===== src/rtl/alu_seq_ctrl_pkg.sv =====
// Shared definitions for the alu_regfile sequencer: state encoding and the
// bit positions of the fixed 16-bit instruction field map.
package alu_seq_ctrl_pkg;

   typedef enum logic [1:0] {
      ST_IDLE = 2'd0,
      ST_READ = 2'd1,
      ST_EXEC = 2'd2,
      ST_WB   = 2'd3
   } state_t;

   localparam int OP_MSB        = 15;
   localparam int OP_LSB        = 13;
   localparam int SRC1_IMM_BIT  = 12;
   localparam int SRC0_ZERO_BIT = 11;
   localparam int RD_MSB        = 10;
   localparam int RD_LSB        = 9;
   localparam int RS_MSB        = 8;
   localparam int RS_LSB        = 7;
   localparam int RT_MSB        = 1;
   localparam int RT_LSB        = 0;
   localparam int IMM_LSB       = 0;

   localparam int OP_W      = 3;
   localparam int REG_AW    = 2;
   localparam int DATA_W    = 8;
   localparam int IMM_EXT_W = 9;

endpackage


===== src/rtl/alu_seq_ctrl_instr_decode.sv =====
// Combinational field extraction of the latched instruction word, including
// sign extension of the immediate to the ALU operand width.
module instr_decode
   import alu_seq_ctrl_pkg::*;
#(
   parameter int IMM_W = 7
) (
   input  logic [15:0]           instr,
   output logic [OP_W-1:0]       alu_op,
   output logic                  src1_imm,
   output logic                  src0_zero,
   output logic [REG_AW-1:0]     rd,
   output logic [REG_AW-1:0]     rs,
   output logic [REG_AW-1:0]     rt,
   output logic [IMM_EXT_W-1:0]  imm_ext
);

   logic [IMM_W-1:0] imm;

   assign alu_op    = instr[OP_MSB:OP_LSB];
   assign src1_imm  = instr[SRC1_IMM_BIT];
   assign src0_zero = instr[SRC0_ZERO_BIT];
   assign rd        = instr[RD_MSB:RD_LSB];
   assign rs        = instr[RS_MSB:RS_LSB];
   // rt shares its bits with the low end of the immediate field
   assign rt        = instr[RT_MSB:RT_LSB];
   assign imm       = instr[IMM_LSB +: IMM_W];
   assign imm_ext   = {{(IMM_EXT_W - IMM_W){imm[IMM_W-1]}}, imm};

endmodule


===== src/rtl/alu_seq_ctrl.sv =====
// Four-state sequencer feeding alu_regfile: accepts one instruction, drives the
// read/ALU controls, captures the result and flags, then writes the result back.
//
//  state | meaning
//  ------+---------------------------------------------------------------
//  IDLE  | instr_ready high, waiting for instr_valid
//  READ  | register read; ALU controls driven from the latched word
//  EXEC  | controls held; result, zero and overflow captured at the edge
//  WB    | reg_write and done pulse; wr_addr/wr_data present the result
module alu_seq_ctrl
   import alu_seq_ctrl_pkg::*;
#(
   parameter int INSTR_W = 16,
   parameter int IMM_W   = 7
) (
   input  logic               clk,
   input  logic               rst,
   input  logic [INSTR_W-1:0] instr,
   input  logic               instr_valid,
   output logic               instr_ready,
   input  logic [7:0]         alu_result,
   input  logic               alu_ovf,
   input  logic               alu_zero,
   output logic [1:0]         rd0_addr,
   output logic [1:0]         rd1_addr,
   output logic [1:0]         wr_addr,
   output logic               reg_read,
   output logic               reg_write,
   output logic [8:0]         wr_data,
   output logic [8:0]         instr_i,
   output logic               alu_src0,
   output logic               alu_src1,
   output logic [2:0]         alu_op,
   output logic               done,
   output logic               ovf_sticky,
   output logic               zero_q
);

   state_t                 state;
   state_t                 state_nxt;
   logic [INSTR_W-1:0]     instr_q;
   logic [DATA_W-1:0]      res_q;
   logic [REG_AW-1:0]      wr_addr_q;
   logic                   zero_r;
   logic                   ovf_r;

   logic [OP_W-1:0]        dec_op;
   logic                   dec_src1_imm;
   logic                   dec_src0_zero;
   logic [REG_AW-1:0]      dec_rd;
   logic [REG_AW-1:0]      dec_rs;
   logic [REG_AW-1:0]      dec_rt;
   logic [IMM_EXT_W-1:0]   dec_imm;

   instr_decode #(
      .IMM_W (IMM_W)
   ) u_decode (
      .instr     (instr_q),
      .alu_op    (dec_op),
      .src1_imm  (dec_src1_imm),
      .src0_zero (dec_src0_zero),
      .rd        (dec_rd),
      .rs        (dec_rs),
      .rt        (dec_rt),
      .imm_ext   (dec_imm)
   );

   always_ff @(posedge clk or negedge rst) begin
      if (!rst) begin
         state     <= ST_IDLE;
         instr_q   <= '0;
         res_q     <= '0;
         wr_addr_q <= '0;
         zero_r    <= 1'b0;
         ovf_r     <= 1'b0;
      end else begin
         state <= state_nxt;
         if (state == ST_IDLE && instr_valid) begin
            instr_q <= instr;
         end
         if (state == ST_EXEC) begin
            res_q     <= alu_result;
            zero_r    <= alu_zero;
            ovf_r     <= ovf_r | alu_ovf;
            wr_addr_q <= dec_rd;
         end
      end
   end

   // reg_write/done decode straight from state so an async reset kills them at once
   always_comb begin
      state_nxt   = state;
      instr_ready = 1'b0;
      reg_read    = 1'b0;
      rd0_addr    = '0;
      rd1_addr    = '0;
      alu_src0    = 1'b0;
      alu_src1    = 1'b0;
      alu_op      = '0;
      instr_i     = '0;
      reg_write   = 1'b0;
      done        = 1'b0;
      case (state)
         ST_IDLE: begin
            instr_ready = 1'b1;
            if (instr_valid) begin
               state_nxt = ST_READ;
            end
         end
         ST_READ, ST_EXEC: begin
            reg_read  = 1'b1;
            rd0_addr  = dec_rs;
            rd1_addr  = dec_rt;
            alu_src0  = dec_src0_zero;
            alu_src1  = dec_src1_imm;
            alu_op    = dec_op;
            instr_i   = dec_imm;
            state_nxt = (state == ST_READ) ? ST_EXEC : ST_WB;
         end
         ST_WB: begin
            reg_write = 1'b1;
            done      = 1'b1;
            state_nxt = ST_IDLE;
         end
         default: state_nxt = ST_IDLE;
      endcase
   end

   assign wr_data    = {res_q[DATA_W-1], res_q};
   assign wr_addr    = wr_addr_q;
   assign zero_q     = zero_r;
   assign ovf_sticky = ovf_r;

endmodule


===== config.mk =====
export PLATFORM = sky130hd
export DESIGN_NAME = alu_seq_ctrl
export DESIGN_NICKNAME = d
export VERILOG_FILES = /design/src/rtl/alu_seq_ctrl_pkg.sv /design/src/rtl/alu_seq_ctrl_instr_decode.sv /design/src/rtl/alu_seq_ctrl.sv
export SDC_FILE = /design/constraint.sdc
export NUM_CORES = 1
export LEC_CHECK = 0
export CAP_MARGIN = 20
export CELL_PAD_IN_SITES_DETAIL_PLACEMENT = 2
export CELL_PAD_IN_SITES_GLOBAL_PLACEMENT = 2
export CORE_UTILIZATION = 25
export CTS_CLUSTER_SIZE = 25
export DETAILED_ROUTE_END_ITERATION = 10
export MAX_ROUTING_LAYER = met4
export PLACE_DENSITY = 0.84
export SETUP_SLACK_MARGIN = 0.1
export SYNTH_ARGS = -nofsm -noshare
export SYNTH_HDL_FRONTEND = slang
export SYNTH_SLANG_ARGS = --single-unit

===== constraint.sdc =====
create_clock -name clk -period 1.6 [get_ports clk]
set_input_delay 0.24 -clock clk [delete_from_list [all_inputs] [get_ports clk]]
set_output_delay 0.24 -clock clk [all_outputs]
set_load 0.01 [all_outputs]

==> After elaboration in Yosys (flattened, before gate mapping) <==
Cells that the tools add are included.
{ "totals": {"reg_bits": 30, "in_bits": 29, "out_inout_bits": 35, "elab_cells": 26} }
{ "classes": {"eq_ne": 4, "mux": 12, "bitwise": 1, "n_reduce_logical": 3} }
{ "ops": {"columns": ["cell", "n"], "rows": [
  ["$mux 9", 1],
  ["$mux 1", 6],
  ["$mux 2", 3],
  ["$pmux 2 s3", 1],
  ["$eq 2x2->1 const B", 2],
  ["$mux 3", 1],
  ["$eq 2x1->1 const B", 1],
  ["$logic_not 2->1", 1],
  ["$ne 2x2->1 const B", 1],
  ["$reduce_or 2->1", 1],
  ["$logic_and 1x1->1", 1],
  ["$or 1x1->1", 1]
]} }

==> Logic depth before layout (Yosys ltp) <==
{ "depth": {"word_depth": 3, "depth_mapped": 5, "ltp_nobuf": 4} }

==> Hierarchy <==
From an unflattened synthesis, not the netlist that was laid out.
{ "hier_totals": {"hier_cells": 113, "hier_area_um2": 1507.7} }
{ "by_module_without_submodules": {"columns": ["module", "instances", "cells_each", "area_each_um2", "seq_area_each_um2"], "rows": [
  ["alu_seq_ctrl", 1, 93, 1357.6, 750.7],
  ["instr_decode", 1, 20, 150.1, 0.0]
]} }

==> Least setup slack after synthesis <==
OpenSTA, ideal clock, no wires.
{ "synth_timing": {"path_kind": "flip-flop to output port", "start": "register state[1]", "end": "output port instr_i[7]", "t_arrival_ns": 1.400, "t_required_ns": 1.360, "path_slack_ns": -0.040, "path_stages_with_launch": 6, "cell_sequence": "dfrtp_1 > inv_1 > ha_1 > clkbuf_1 > and2_1 > buf_4"} }
{ "synth_via": {"elab_chain_len": 3, "elab_cells_between_ends": 4, "classes_between": "2 x eq/ne; 1 x mux; 1 x reduce/logical"} }
{ "synth_rtl": {"columns": ["element", "line", "rtl"], "rows": [
  ["start, declared", "alu_seq_ctrl.sv:39", "state_t state;"],
  ["start signal, assigned", "alu_seq_ctrl.sv:77", "state <= state_nxt;"],
  ["$eq 2x2->1 or $eq 2x1->1 (tied branches)", "alu_seq_ctrl.sv:103", "case (state)"],
  ["$reduce_or 2->1 (*)", "alu_seq_ctrl.sv:103", null],
  ["$mux 9 (*)", "alu_seq_ctrl.sv:103", null],
  ["end, declared", "alu_seq_ctrl.sv:30", "output logic [8:0] instr_i,"]
]} }
Mark *: on every way between the ends. The rest lies on a longest branch, timed or not.

==> Worst setup path after layout <==
{ "layout_timing": {"start": "register state[0]", "end": "output port alu_src1"} }
{ "layout_via": {"elab_chain_len": 3, "elab_cells_between_ends": 4, "classes_between": "2 x eq/ne; 1 x mux; 1 x reduce/logical"} }
{ "layout_rtl": {"columns": ["element", "line", "rtl"], "rows": [
  ["$eq 2x2->1 or $eq 2x1->1 (tied branches)", "alu_seq_ctrl.sv:103", null],
  ["$reduce_or 2->1 (*)", "alu_seq_ctrl.sv:103", null],
  ["$mux 1 (*)", "alu_seq_ctrl.sv:103", null],
  ["end, declared", "alu_seq_ctrl.sv:32", "output logic alu_src1,"]
]} }
Marked as above.

==> flow_summary.ini <==
[sta]
relSlewSlack_pct = 73.4
whs_ns = 0.372
post-route-min-period_ns = 1.65
finalClockSkew_ns = 0.00326
drv_slew = 0
rsz0062_at_grt = true
fin_ws_ns = -0.0520
worst_pin_slew_ns = 0.399
setup_viol = 18
fmax_mhz = 605
finalCritPeriodShare_pct = 103
hold_viol = 0

[grt]
grt-ovfl-total = 0
grt_pass1_wl_um = 6580
grt_pass1_vias = 1205
grtUsageTotal_pct = 16.6
antenna_found_initial = 0
grt_max_degree = 31

[routing]
via_per_inst = 4.18
wl_um = 4300
num_vias = 1012
remaining_drc_errors = 0
dr.first_iter.drc_count = 11
final_antenna_net_count = 0
avgRoutedWirePerCell_um = 17.8
firstDrtPassIters = 3

[layout]
num-nets-final = 205
num_antenna_cells = 0
final_common_cell = clkdlybuf4s50_1
drive_above_1_share_pct = 54.7
post-route-util_pct = 46.4
final_cell_mix = clkdlybuf4s50_1 (41), dfrtp_1 (30), buf_6 (21), mux2_2 (18)
syn_to_final_growth_pct = 76.2
fin_cells = 242

[floorplanning]
die_x_um = 75.8
dieArea_um2 = 5750
io_pins = 64
core_area_um2 = 5170
initial_utilization_pct = 26.3
rows = 26
die_h_um = 75.8

[power_and_ir_drop]
p_leak_nw = 1.09
finalPower_mw = 5.86
seqPwrFrac_pct = 23.3
p_per_area_nw_per_um2 = 2440
comb_power_share_pct = 63.9
p_switching_mw = 1.89
p_int_mw = 3.97
vdd_drop_max_uv = 647
clkPwrFrac_pct = 12.8
swShare_pct = 32.3

[critical_path]
start_kind = register
timing.rr.start = state[0]
cp.required_ns = 1.36
crit_start = state[0]
critPathMaxFanout = 3
slowest_stage = dfrtp_1
arrival_ns = 1.41
end_kind = output pin
slowest_delay_ns = 0.40
path_buf_inv = 3
critical-path-top-delay-family = flip-flops
path_class = reg -> out
worstPathCellList = inv_2, ha_4, buf_4, and2_1, buf_2

[hold_path]
hold_path_class = in -> async

[logic_synthesis]
synth_area_leader_cell = dfrtp_1
ys_warn_count = 0
ys_seq_area_share_pct = 55.1
synthCells = 93
synth.distinct_cells = 15
ys_ff_latch = 30
syn_nets = 127
yosys.area.top_type_share_pct = 55.1
ys_top_cells_by_area = dfrtp_1 (55%), mux2_2 (15%), mux2_4 (11%)
syn_area_per_cell_um2 = 14.7
syn_area_um2 = 1360

[clock_tree]
clk_path_buf_depth = 2
clockRootBuffer = clkbuf_8
cts_sinks = 30
cts.clk_slew.worst_paths_ns = 0.07
cts_tree = yes
cts.htree.levels = 2
cts-buffers-inserted = 5
clock_latency_ns = 0.27

[outcome]
status = finished with violations
violations = negative setup slack

[place]
io_buffers = 63
dp_cells = 224
dp_hpwl_um = 2960
place_congestion = 0.691

[run]
cap_violations = 0
[stage by stage]
step | area (um2) | setup WS, ns | TNS [ns]
finish | 2400 | -0.0520 | -0.626
CTS | 2360 | -0.0530 | -0.710
floorplan | 1380 | 0.109 | 0
detailed placement | 2110 | -0.171 | -2.38
global route | 2400 | -0.131 | -1.96
global placement | 2110 | -0.0736 | -1.11
[area by class of cell]
class,count,area [um2]
clock buffer,5,68.8
clock inverter,3,40.0
fill,508,2770
inverter,2,7.51
multi-input combinational,52,617
sequential,30,751
tap,70,87.6
timing repair buffer,80,830
[layer usage]
metal | up-vias | routed length, um | GRT usage [%]
met4 | 0 | 18 | 3.09
met2 | 38 | 2330 | 30.5
met1 | 511 | 1730 | 18.6
met5 | - | 0 | -
met3 | 4 | 220 | 3.57
li1 | 459 | - | -
[path summary, 6_finish.rpt]
path                                to  slack [ns]  cells after the start
hold reg to reg             ovf_sticky        0.49                      1
hold / removal              instr_q[0]        0.37                      2
setup reg to reg              res_q[7]        0.13                      6
max in group asynchronous  instr_q[11]        0.94                      2
setup / recovery              alu_src1       -0.05                      5
min in group clk            ovf_sticky        0.49                      1
[synthesized netlist by cell type]
master / count
mux2_4: 10
mux2_2: 18
a21o_1: 1
inv_1: 2
nor2_1: 1
dfrtp_1: 30
buf_6: 1
buf_2: 1
mux2i_1: 1
and2b_2: 1
ha_1: 5
nand2_2: 1
and2_1: 14
clkbuf_1: 1
buf_4: 6
[power groups by stage]
| stage | clock network [mW] | logic [mW] | registers [mW] |
|---|---|---|---|
| after floorplan | 0 | 1.49 | 1.38 |
| after global placement | 0 | 2.89 | 1.32 |
| after detailed placement | 0 | 3.01 | 1.37 |
| after CTS | 0.766 | 3.64 | 1.37 |
| after global routing | 0.805 | 4.03 | 1.42 |
| final | 0.752 | 3.74 | 1.37 |
[kinds of logic after synthesis]
group                      Yosys count  share of synthesized area (%)
buffers and inverters               11                           5.33
DFF                                 30                           55.1
AOI/OAI and AO/OA                    1                          0.551
and+or+nand+nor                     17                           7.81
adders and majority gates            5                           4.59
muxes                               29                           26.6
[worst reg2reg max path: cells and delay by family, from the launching register on]
| family | cells | cell delay (ns) |
|---|---|---|
| adders and majority gates | 1 | 0.16 |
| buffers and inverters | 4 | 0.48 |
| DFF | 1 | 0.40 |
| muxes | 1 | 0.33 |
[registers in the layout, indices dropped and copies added, names as in the netlist]
name,cells
zero_q,1
instr_q,16
res_q,8
state,2
ovf_sticky,1
wr_addr,2
[what timing repair did]
action	4_1_cts	5_1_grt
endpoints found under the setup margin	33	33
hold buffers	0	0
buffers inserted	7	3
pin swaps	8	2
gates resized for setup	128	1
cloned	0	1
No activity file was read; power rests on OpenSTA's default activity.
